===== src/rtl/uart_rx_byte_pkg.sv =====
// Shared definitions for the UART receive path: FSM state encoding,
// default clock/line rates and a helper for the bit period.
package uart_rx_byte_pkg;

    // Receiver FSM states, 3-bit encoding.
    typedef enum logic [2:0] {
        IDLE      = 3'd0,
        START     = 3'd1,
        DATA      = 3'd2,
        STOP      = 3'd3,
        WAIT_HIGH = 3'd4
    } state_t;

    // Board defaults: Nexys2 50 MHz oscillator, 115200 baud line.
    localparam int DEFAULT_CLK_FREQ = 50_000_000;
    localparam int DEFAULT_BAUD     = 115_200;

    // Clock cycles per serial bit, truncated.
    function automatic int bit_ticks(input int clk_freq, input int baud);
        return clk_freq / baud;
    endfunction

endpackage


===== src/rtl/uart_rx_byte_sync2ff.sv =====
// Two-flop synchronizer for asynchronous single-bit inputs. The reset value
// is a parameter so idle-high lines (UART rx) and idle-low lines (buttons,
// switches) both come out of reset in their idle state.
module sync2ff #(
    parameter logic RESET_VAL = 1'b0
) (
    input  logic clk,
    input  logic reset,
    input  logic d,
    output logic q
);

    logic meta;

    // Two-stage capture of the asynchronous input.
    always_ff @(posedge clk) begin
        if (reset) begin
            meta <= RESET_VAL;
            q    <= RESET_VAL;
        end else begin
            meta <= d;
            q    <= meta;
        end
    end

endmodule


===== src/rtl/uart_rx_byte.sv =====
// 8N1 UART receiver. The rx pin is synchronized, the start bit is confirmed
// at its midpoint, then each data bit and the stop bit are sampled one bit
// period apart.
//
// Output handshake: rx_done is a valid-only strobe with no ready. It is high
// for exactly one cycle when rx_data takes a new byte; the consumer must take
// rx_data before the next rx_done. frame_err is a one-cycle strobe for a low
// stop bit and never coincides with rx_done.
//
// dbg_state mirrors the FSM state register for observation.
module uart_rx_byte
    import uart_rx_byte_pkg::*;
#(
    parameter int CLK_FREQ = DEFAULT_CLK_FREQ,
    parameter int BAUD     = DEFAULT_BAUD
) (
    input  logic       clk,
    input  logic       reset,
    input  logic       rx,
    output logic [7:0] rx_data,
    output logic       rx_done,
    output logic       frame_err,
    output logic       busy,
    output logic [2:0] dbg_state
);

    localparam int BIT_TICKS = bit_ticks(CLK_FREQ, BAUD);
    localparam int HALF      = BIT_TICKS / 2;
    localparam int CW        = $clog2(BIT_TICKS);

    localparam logic [CW-1:0] BIT_LAST  = CW'(BIT_TICKS - 1);
    localparam logic [CW-1:0] HALF_LAST = CW'(HALF - 1);

    // Too few ticks per bit leaves no room for a mid-bit sample point.
    generate
        if (BIT_TICKS < 4) begin : g_bad_rate
            $error("uart_rx_byte: CLK_FREQ/BAUD must be at least 4");
        end
    endgenerate

    logic       rx_s;
    state_t     state;
    state_t     state_next;
    logic [CW-1:0] cnt;
    logic [2:0] bit_idx;
    logic [7:0] shreg;
    logic       expired;
    logic       done_next;
    logic       err_next;

    // Line idles high, so the synchronizer resets to 1.
    sync2ff #(
        .RESET_VAL(1'b1)
    ) u_rx_sync (
        .clk  (clk),
        .reset(reset),
        .d    (rx),
        .q    (rx_s)
    );

    // Tick counter reaches the last tick of the current state's period.
    always_comb begin
        expired = 1'b0;
        case (state)
            START:       expired = (cnt == HALF_LAST);
            DATA, STOP:  expired = (cnt == BIT_LAST);
            default:     expired = 1'b0;
        endcase
    end

    // State register; busy is registered alongside it.
    always_ff @(posedge clk) begin
        if (reset) begin
            state <= IDLE;
            busy  <= 1'b0;
        end else begin
            state <= state_next;
            busy  <= (state_next != IDLE);
        end
    end

    // Next-state logic.
    always_comb begin
        state_next = state;
        case (state)
            IDLE:      if (!rx_s) state_next = START;
            START:     if (expired) state_next = rx_s ? IDLE : DATA;
            DATA:      if (expired && (bit_idx == 3'd7)) state_next = STOP;
            STOP:      if (expired) state_next = rx_s ? IDLE : WAIT_HIGH;
            WAIT_HIGH: if (rx_s) state_next = IDLE;
            default:   state_next = IDLE;
        endcase
    end

    // Stop-bit outcome decoded one cycle ahead of the registered strobes.
    always_comb begin
        done_next = 1'b0;
        err_next  = 1'b0;
        if ((state == STOP) && expired) begin
            done_next = rx_s;
            err_next  = !rx_s;
        end
    end

    // Tick counter, bit index and shift register. The counter restarts on
    // every state entry and every period expiry, and rests at zero while
    // waiting on the line.
    always_ff @(posedge clk) begin
        if (reset) begin
            cnt     <= '0;
            bit_idx <= 3'd0;
            shreg   <= 8'h00;
        end else begin
            if ((state_next != state) || expired ||
                (state == IDLE) || (state == WAIT_HIGH)) begin
                cnt <= '0;
            end else begin
                cnt <= cnt + 1'b1;
            end

            if (state == START) begin
                bit_idx <= 3'd0;
            end else if ((state == DATA) && expired) begin
                // LSB arrives first, so shift right and load at bit 7.
                shreg   <= {rx_s, shreg[7:1]};
                bit_idx <= bit_idx + 3'd1;
            end
        end
    end

    // Registered outputs; rx_data only moves on a good stop bit.
    always_ff @(posedge clk) begin
        if (reset) begin
            rx_data   <= 8'h00;
            rx_done   <= 1'b0;
            frame_err <= 1'b0;
        end else begin
            rx_done   <= done_next;
            frame_err <= err_next;
            if (done_next) begin
                rx_data <= shreg;
            end
        end
    end

    assign dbg_state = state;

endmodule


===== config.mk =====
export PLATFORM = sky130hd
export DESIGN_NAME = uart_rx_byte
export DESIGN_NICKNAME = d
export VERILOG_FILES = /design/src/rtl/uart_rx_byte_pkg.sv /design/src/rtl/uart_rx_byte_sync2ff.sv /design/src/rtl/uart_rx_byte.sv
export SDC_FILE = /design/constraint.sdc
export NUM_CORES = 1
export LEC_CHECK = 0
export CORE_MARGIN = 5
export CORE_UTILIZATION = 53
export CTS_CLUSTER_DIAMETER = 200
export DETAILED_ROUTE_END_ITERATION = 8
export HOLD_SLACK_MARGIN = 0.02
export MAX_ROUTING_LAYER = met4
export PLACE_DENSITY = 0.85
export SLEW_MARGIN = 20
export SYNTH_ARGS = -nofsm -noshare
export SYNTH_HDL_FRONTEND = slang
export SYNTH_SLANG_ARGS = --single-unit
export TNS_END_PERCENT = 100

===== constraint.sdc =====
create_clock -name clk -period 2.5 [get_ports clk]
set_input_delay 0.5 -clock clk [delete_from_list [all_inputs] [get_ports clk]]
set_output_delay 0.5 -clock clk [all_outputs]
set_load 0.02 [all_outputs]

==> metrics.md, run 1 <==
| Metric | Value |
|---|---|
| Post-CTS Hold Buffers | 0 |
| DR vias/cell | 5.39 |
| Synth Instances | 159 |
| # port buffers | 16 |
| Chip width | 61.7 um |
| Syn Nets | 165 |
| Clock-pin transition on the worst setup and hold timing paths | 0.10 ns |
| Crit path required time | 2.00 ns |
| # rows | 18 |
| TritonCTS clock tree | yes |
| Final core occ | 0.658 |
| CP max FO | 11 |
| Fmax | 0.484 GHz |
| Vias in the first global route | 1,041 |
| Power per cell area | 534 mW/mm^2 |
| Sequential group share of total power | 0.657 |
| Placed cells | 202 |
| Switching Share | 0.217 |
| Max H-tree Level | 2 |
| Post-synthesis sequential area ratio | 0.508 |
| Total GRT Usage | 0.169 |
| Actual slew at the worst max-slew pin | 0.520 ns |
| Leak pwr | 0.000635 uW |
| Seq. cell area | 721 um^2 |
| Clock share of power | 0.309 |
| Final Cycle Share | 0.826 |
| Worst Setup Start Kind | flip-flop |
| Multi-input gate area | 661 um^2 |
| Layout Cells excl Fill | 209 |
| Min cycle time layout | 2.06 ns |
| Largest delay share family, worst path | buffers and inverters |
| Root Driver | clkbuf_4 |
| Diodes inserted | 0 |
| Largest net degree at the start of global routing | 13 |
| Worst-path cell chain | clkdlybuf4s50_1 |
| Core Area | 0.00252 mm^2 |
| Combinational Power Share | 0.034 |
| Asr flop ratio synth | 0 |
| Longest Clk Path Bufs | 2 |
| Critical path depth | 1 |
| WP buf/inv | 1 |
| Post-synth top area share | 0.508 |
| Most frequent cell after synthesis | dfxtp_1 |
| Synth cell count leaders | 36 x dfxtp_1, 26 x nand2_1, 25 x nor2_1 |
| Switching pwr | 192 uW |
| Hold path depth | 1 |
| TritonRoute pass-1 iters | 4 |
| Status | complete, no violations |
| # nets final | 185 |
| VDD IR-drop max | 0.000430 V |
| Clk_skew | 0.00803 ns |
| First-pass GRT wire length | 4450 um |
| Worst EP arrival | 1.56 ns |
| Post-synth cell types | 32 |
| Max-Cap Viols | 0 |
| WL/cell | 12.6 um |
| Synthesized area per cell | 8.92 um^2 |
| Die H | 61.7 um |
| # DRC | 0 |
| Critical Setup Path Class | flip-flop to primary output |
| Starting density of the core | 0.562 |
| Hold Path Class | flip-flop to flip-flop |
| Global route total overflow | 0 |
| Largest area contributor in the netlist | dfxtp_1 |
| RSZ-0062 raised after global routing | false |
| Top cells by area, synth | dfxtp_1 51%, nand2_1 6.9%, nor2_1 6.6% |
| Final hold vios | 0 |
| CTS-repair resized insts | 0 |
| Initial antenna violation count | 0 |
| Share of cells above drive strength 1 | 0.0726 |
| Slew Limit Fails | 0 |
| Slowest-stage cell, CP | clkdlybuf4s50_1 |
| Setup TNS | 0 ns |
| Cts bufs inserted | 5 |
| Post-synth EDFFs | 0 |
| Internal Power | 694 uW |
| Mapped Area | 0.00142 mm^2 |
| Area delta synth->final | 17.0% |
| Synth warn | 0 |
| Post-route ant nets | 0 |
| Post-synth top flop | dfxtp_1 |
| Starting DRT DRC Count | 60 |
| Fill cells | 219 |
| Worst path max stage delay | 0.68 ns |
| Post-CTS setup-driven buffer insertion count | 0 |
| Total number of vias | 1,127 |
| Post-DP HPWL | 1920 um |
| Slew headroom | 0.652 |
| Reg2reg path depth | 5 |
| CP Capture Type | primary output |
| I/O Pins | 17 |
| CTS Sinks | 36 |
| Setup Viol. Count Final | 0 |
| DRT Wirelength | 2630 um |
| Flops & latches, synth | 36 |
| Clk_lat worst skew | 0.33 ns |
| Die area | 0.00381 mm^2 |
| Final GP Congestion | 0.878 |
## power by group through the flow
stage	registers [uW]	clock network (uW)	logic, uW
floorplan	595	0	16.8
global route	583	313	33.4
CTS	582	288	30.3
detailed placement	595	0	30.2
finish	582	274	30.1
global placement	595	0	29.0
## logic make-up (layout without fill, tap and decap cells)
family | after synthesis | count (layout) | share of synthesized area
multiplexers | 8 | 8 | 0.0565
XOR/XNOR | 8 | 8 | 0.0494
buffers and inverters | 9 | 29 | 0.0256
adder cells (fa/ha/maj) | 3 | 3 | 0.0265
AO/OA/AOI/OAI | 18 | 18 | 0.0794
flip-flops | 36 | 36 | 0.508
AND/OR/NAND/NOR | 77 | 77 | 0.254
## routing by layer
layer | vias to the layer above | global-route usage | wire [um]
met5 | - | - | 0
met3 | 7 | 0.0517 | 114
met4 | 0 | 0.118 | 75
li1 | 578 | - | -
met1 | 515 | 0.181 | 1170
met2 | 27 | 0.265 | 1270
## stage by stage
step	power [uW]	hold WS, ns	instance area (um^2)	worst slack, ns
floorplan	612	0.389	1420	0.697
global placement	624	0.398	1610	0.443
detailed placement	625	0.397	1610	0.374
CTS	900	0.415	1660	0.439
global route	929	0.433	1660	0.407
finish	886	0.406	1660	0.435
## registers in the layout, indices dropped and copies added, names as in the netlist
| name | cells |
|---|---|
| u_rx_sync.meta | 1 |
| bit_idx | 3 |
| busy | 1 |
| shreg | 8 |
| rx_done | 1 |
| cnt | 9 |
| u_rx_sync.q | 1 |
| rx_data | 8 |
| dbg_state | 3 |
| frame_err | 1 |
## area by class of cell
type / count / share of cell area
Multi-Input combinational cell: 114 / 0.398
Clock buffer: 6 / 0.0249
Tap cell: 30 / 0.0226
Clock inverter: 1 / 0.00302
Inverter: 3 / 0.00679
Timing Repair Buffer: 19 / 0.110
Sequential cell: 36 / 0.434
## layout by cell type (no fill, tap or decap), drive strengths merged, types with 2 or more instances in the layout
cell / synthesis / final
nand4: 2 / 2
and4bb: 2 / 2
xnor2: 6 / 6
nor2: 25 / 25
a21oi: 11 / 11
clkbuf: 4 / 6
inv: 3 / 3
nand2: 26 / 26
or2: 2 / 2
nor3: 5 / 5
dfxtp: 36 / 36
nand3: 6 / 6
ha: 3 / 3
xor2: 2 / 2
clkdlybuf4s50: 0 / 16
buf: 2 / 3
mux2i: 8 / 8
nand2b: 2 / 2
## path summary, 6_finish.rpt
path,start,end,slack (ns)
setup / recovery,dbg_state[0],dbg_state[0],0.44
hold / removal,u_rx_sync.meta,u_rx_sync.q,0.41
setup reg to reg,cnt[2],busy,0.57
hold reg to reg,u_rx_sync.meta,u_rx_sync.q,0.41
Power figures use the tool's default switching activity.
==> run 2, diff against run 1 <==
CORE_UTILIZATION = 48   (was 53)
PLACE_DENSITY = 0.82   (was 0.85)
clock period = 1.81 ns   (was 2.5 ns; I/O delays follow)
==> metrics.md, run 2 (synthesis results as in run 1) <==
| Metric | Value |
|---|---|
| Status | complete, no violations |
| Commonest non-fill, non-tap cell in the layout | dfxtp_1 |
| CP Capture Type | flip-flop |
| Slowest-stage cell, CP | or4b_1 |
| Worst-path cell chain | and4bb_2 -> and4_4 -> nand2_1 -> a31o_1 -> or4b_1 |
| Core Area | 0.00281 mm^2 |
| Fmax | 0.573 GHz |
| Internal Power | 967 uW |
| Worst Setup Slack, final | 0.0643 ns |
| Clock share of power | 0.328 |
| Longest Clk Path Bufs | 2 |
| Actual slew at the worst max-slew pin | 0.265 ns |
| Combinational Power Share | 0.035 |
| Max H-tree Level | 2 |
| Post-route ant nets | 0 |
| # DRC | 0 |
| Final hold vios | 0 |
| Max FFs per register | 9 |
| RSZ-0062 raised after global routing | true |
| Root Driver | clkbuf_4 |
| Commonest cells after routing, fill and taps aside | 32 x dfxtp_1, 26 x nand2_1, 25 x nor2_1 |
| CP max FO | 3 |
| Worst Setup Start Kind | flip-flop |
| Sequential group share of total power | 0.637 |
| DRT Wirelength | 2810 um |
| Largest delay share family, worst path | simple AND/OR/NAND/NOR gates |
| TritonCTS clock tree | yes |
| Slew Limit Fails | 0 |
| First-pass GRT wire length | 4650 um |
| Max-Cap Viols | 0 |
| Final GP Congestion | 0.910 |
| Clk_lat worst skew | 0.34 ns |
| Critical Setup Path Class | flip-flop to flip-flop |
| Worst path max stage delay | 0.50 ns |
| Post-CTS Hold Buffers | 0 |
| Initial antenna violation count | 0 |
| Diodes inserted | 0 |
| Worst EP arrival | 1.97 ns |
| Final Cycle Share | 0.965 |
| Total number of vias | 1,168 |
| I/O Pins | 17 |
| Crit path required time | 2.04 ns |
| Setup Viol. Count Final | 0 |
| Hold Path Class | flip-flop to flip-flop |
| Post-Place Worst Slack | -0.0941 ns |
| Total GRT Usage | 0.144 |
| # nets final | 201 |
| CTS Sinks | 36 |
| Largest net degree at the start of global routing | 23 |
| Seq. cell area | 726 um^2 |
| Leak pwr | 0.000753 uW |
| Share of cells above drive strength 1 | 0.194 |
| Starting density of the core | 0.505 |
| Global route total overflow | 0 |
| Biggest register | cnt |
| # port buffers | 16 |
| Die H | 64.3 um |
| Fill cells | 222 |
| Top flop regs | cnt x9, rx_data x8, shreg x8 |
| Final core occ | 0.643 |
| Chip width | 64.3 um |
| Clock-pin transition on the worst setup and hold timing paths | 0.11 ns |
| Vias in the first global route | 1,036 |
| Multi-input gate area | 668 um^2 |
| Slew headroom | 0.822 |
| WP buf/inv | 0 |
| # rows | 19 |
| Switching pwr | 294 uW |
| Die area | 0.00414 mm^2 |
| Clk_skew | 0.00740 ns |
| TritonRoute pass-1 iters | 4 |
| Switching Share | 0.233 |
| Area delta synth->final | 27.2% |
| Min cycle time layout | 1.75 ns |
| Post-DP HPWL | 1980 um |
| VDD IR-drop max | 0.000363 V |
| Power per cell area | 699 mW/mm^2 |
| WL/cell | 12.4 um |
| Cts bufs inserted | 5 |
| Starting DRT DRC Count | 59 |
| DR vias/cell | 5.15 |
[run 2: worst paths after layout]
check | startpoint | endpoint | slack, ns | cells past startpoint
worst max register to register | cnt[3] | busy | 0.06 | 5
worst max-delay path | cnt[3] | busy | 0.06 | 5
worst min register to register | u_rx_sync.meta | u_rx_sync.q | 0.42 | 1
worst min-delay path | u_rx_sync.meta | u_rx_sync.q | 0.42 | 1
[run 2: power by group through the flow]
stage	Combinational [uW]	Clock, uW	Sequential [uW]
global placement	43.4	0	821
global route	48.4	465	805
CTS	44.6	424	803
floorplan	23.2	0	822
detailed placement	44.4	0	821
finish	44.5	413	803
[run 2: layer usage]
layer  share of wire  global-route usage  vias to the layer above  wire (um)
li1                -                   -                      610          -
met1            0.47               0.182                      528       1320
met2            0.47               0.220                       25       1330
met3           0.037              0.0333                        5        105
met4           0.018              0.0633                        0         51
met5               0                   -                        -          0
[run 2: layout make-up]
| type | count | area share |
|---|---|---|
| Sequential cell | 36 | 0.402 |
| Multi-Input combinational cell | 114 | 0.371 |
| Timing Repair Buffer | 35 | 0.168 |
| Tap cell | 31 | 0.0215 |
| Clock buffer | 5 | 0.0208 |
| Clock inverter | 3 | 0.0104 |
| Inverter | 3 | 0.00625 |
[run 2: repair_timing]
action                                  4_1_cts  5_1_grt
endpoints found under the setup margin        3       12
setup buffers                                 0        2
gates resized for setup                       3        8
pin swaps                                     0        4
[run 2: through the flow]
stage	std cells	total power (uW)	hold WS, ns	TNS [ns]	area (um^2)
floorplan	159	845	0.389	0	1420
global placement	217	864	0.393	-0.0740	1720
detailed placement	217	866	0.397	-0.0941	1720
CTS	225	1270	0.420	0	1770
global route	227	1320	0.431	-0.0163	1800
finish	227	1260	0.424	0	1800
==> run 3, diff against run 2 <==
CORE_MARGIN = default   (was 5)
==> metrics.md, run 3 (synthesis results as in run 1) <==
| Metric | Value |
|---|---|
| Max H-tree Level | 2 |
| TritonCTS clock tree | yes |
| Diodes inserted | 0 |
| Slew headroom | 0.775 |
| Worst Setup Start Kind | flip-flop |
| CTS Sinks | 36 |
| Longest Clk Path Bufs | 2 |
| CP max FO | 4 |
| Post-route ant nets | 0 |
| Largest net degree at the start of global routing | 23 |
| Fmax | 0.559 GHz |
| Final hold vios | 0 |
| Chip width | 56.3 um |
| Reg2reg path depth | 4 |
| Max-Cap Viols | 0 |
| Total number of vias | 1,214 |
| Total GRT Usage | 0.203 |
| Final Cycle Share | 0.989 |
| Biggest register | cnt |
| Die H | 56.3 um |
| # port buffers | 16 |
| First-pass GRT wire length | 4860 um |
| Cts bufs inserted | 5 |
| Commonest cells after routing, fill and taps aside | 32 x dfxtp_1, 26 x nand2_1, 25 x nor2_1 |
| Final GP Congestion | 0.846 |
| Layout Cells excl Fill | 223 |
| # nets final | 197 |
| CP Capture Type | flip-flop |
| Post-CTS Hold Buffers | 0 |
| Min cycle time layout | 1.79 ns |
| Actual slew at the worst max-slew pin | 0.338 ns |
| Post-DP HPWL | 2040 um |
| Switching Share | 0.208 |
| Clock-pin transition on the worst setup and hold timing paths | 0.11 ns |
| Slew Limit Fails | 0 |
| Status | complete, no violations |
| Top flop regs | cnt x9, rx_data x8, shreg x8 |
| TritonRoute pass-1 iters | 4 |
| Vias in the first global route | 1,090 |
| WL/cell | 12.8 um |
| Critical Setup Path Class | flip-flop to flip-flop |
| Power, Total | 1400 uW |
| Share of cells above drive strength 1 | 0.172 |
| Global route total overflow | 0 |
| Clock share of power | 0.392 |
| DRT Wirelength | 2850 um |
| Max FFs per register | 9 |
| # rows | 19 |
| Setup TNS | 0 ns |
| Starting DRT DRC Count | 26 |
| Initial antenna violation count | 0 |
| Final core occ | 0.649 |
| Clk_lat worst skew | 0.34 ns |
| Hold path depth | 1 |
| Placed cells | 214 |
| I/O Pins | 17 |
| Sequential group share of total power | 0.575 |
| Setup Viol. Count Final | 0 |
| DR vias/cell | 5.44 |
| VDD IR-drop max | 0.000801 V |
| Clk_skew | 0.00887 ns |
| Crit path required time | 2.04 ns |
| # DRC | 0 |
| Internal Power | 1110 uW |
| Switching pwr | 290 uW |
| Power per cell area | 775 mW/mm^2 |
| Starting density of the core | 0.510 |
| Leak pwr | 0.000754 uW |
| Hold Worst Slack | 0.431 ns |
| Area delta synth->final | 27.3% |
| Hold Path Class | flip-flop to flip-flop |
| Commonest non-fill, non-tap cell in the layout | dfxtp_1 |
| Combinational Power Share | 0.033 |
| Core Area | 0.00278 mm^2 |
| Worst EP arrival | 2.02 ns |
| Die area | 0.00317 mm^2 |
| RSZ-0062 raised after global routing | true |
| Root Driver | clkbuf_4 |
run 3: final timing paths:
path                                startpoint     endpoint  slack, ns
worst max-delay path                    cnt[5]         busy       0.02
worst min-delay path            u_rx_sync.meta  u_rx_sync.q       0.43
worst max register to register          cnt[5]         busy       0.02
worst min register to register  u_rx_sync.meta  u_rx_sync.q       0.43
run 3: timing repair:
item | 4_1_cts | 5_1_grt
pin swaps | 0 | 3
resized for setup | 7 | 5
endpoints found under the setup margin | 7 | 7
gates cloned | 0 | 0
buffers inserted | 0 | 1
run 3: power by group through the flow:
| stage | clock network, uW | registers, uW | logic, uW |
|---|---|---|---|
| floorplan | 0 | 822 | 23.2 |
| global placement | 0 | 821 | 41.9 |
| detailed placement | 0 | 821 | 44.1 |
| CTS | 555 | 803 | 45.8 |
| global route | 599 | 805 | 49.5 |
| finish | 548 | 803 | 46.1 |
run 3: layout make-up:
cell class / count / area [um^2]
clock inverters: 2 / 35.0
clock buffers: 6 / 41.3
fillers: 235 / 977
multi-input cells: 114 / 676
well taps: 31 / 38.8
inverters: 3 / 11.3
flip-flops and latches: 36 / 726
repair buffers: 31 / 277
run 3: per-layer routing:
| metal | wire length, um | global-route usage | up-vias |
|---|---|---|---|
| li1 | - | - | 605 |
| met1 | 1330 | 0.261 | 569 |
| met2 | 1330 | 0.299 | 34 |
| met3 | 153 | 0.0553 | 6 |
| met4 | 40 | 0.0871 | 0 |
| met5 | 0 | - | - |
run 3: critical path, stage by stage, from the launching register on:
cell	delay, ns
dfxtp_2	0.36
or4_4	0.52
o21ai_1	0.18
a211oi_1	0.11
or4b_1	0.51
run 3: through the flow:
| stage | setup WS (ns) | area [um^2] |
|---|---|---|
| final | 0.0206 | 1800 |
| after global routing | -0.0400 | 1800 |
| after CTS | -0.00193 | 1790 |
| after detailed placement | -0.157 | 1700 |
| after global placement | -0.0842 | 1700 |
| after floorplan | 0.00691 | 1420 |
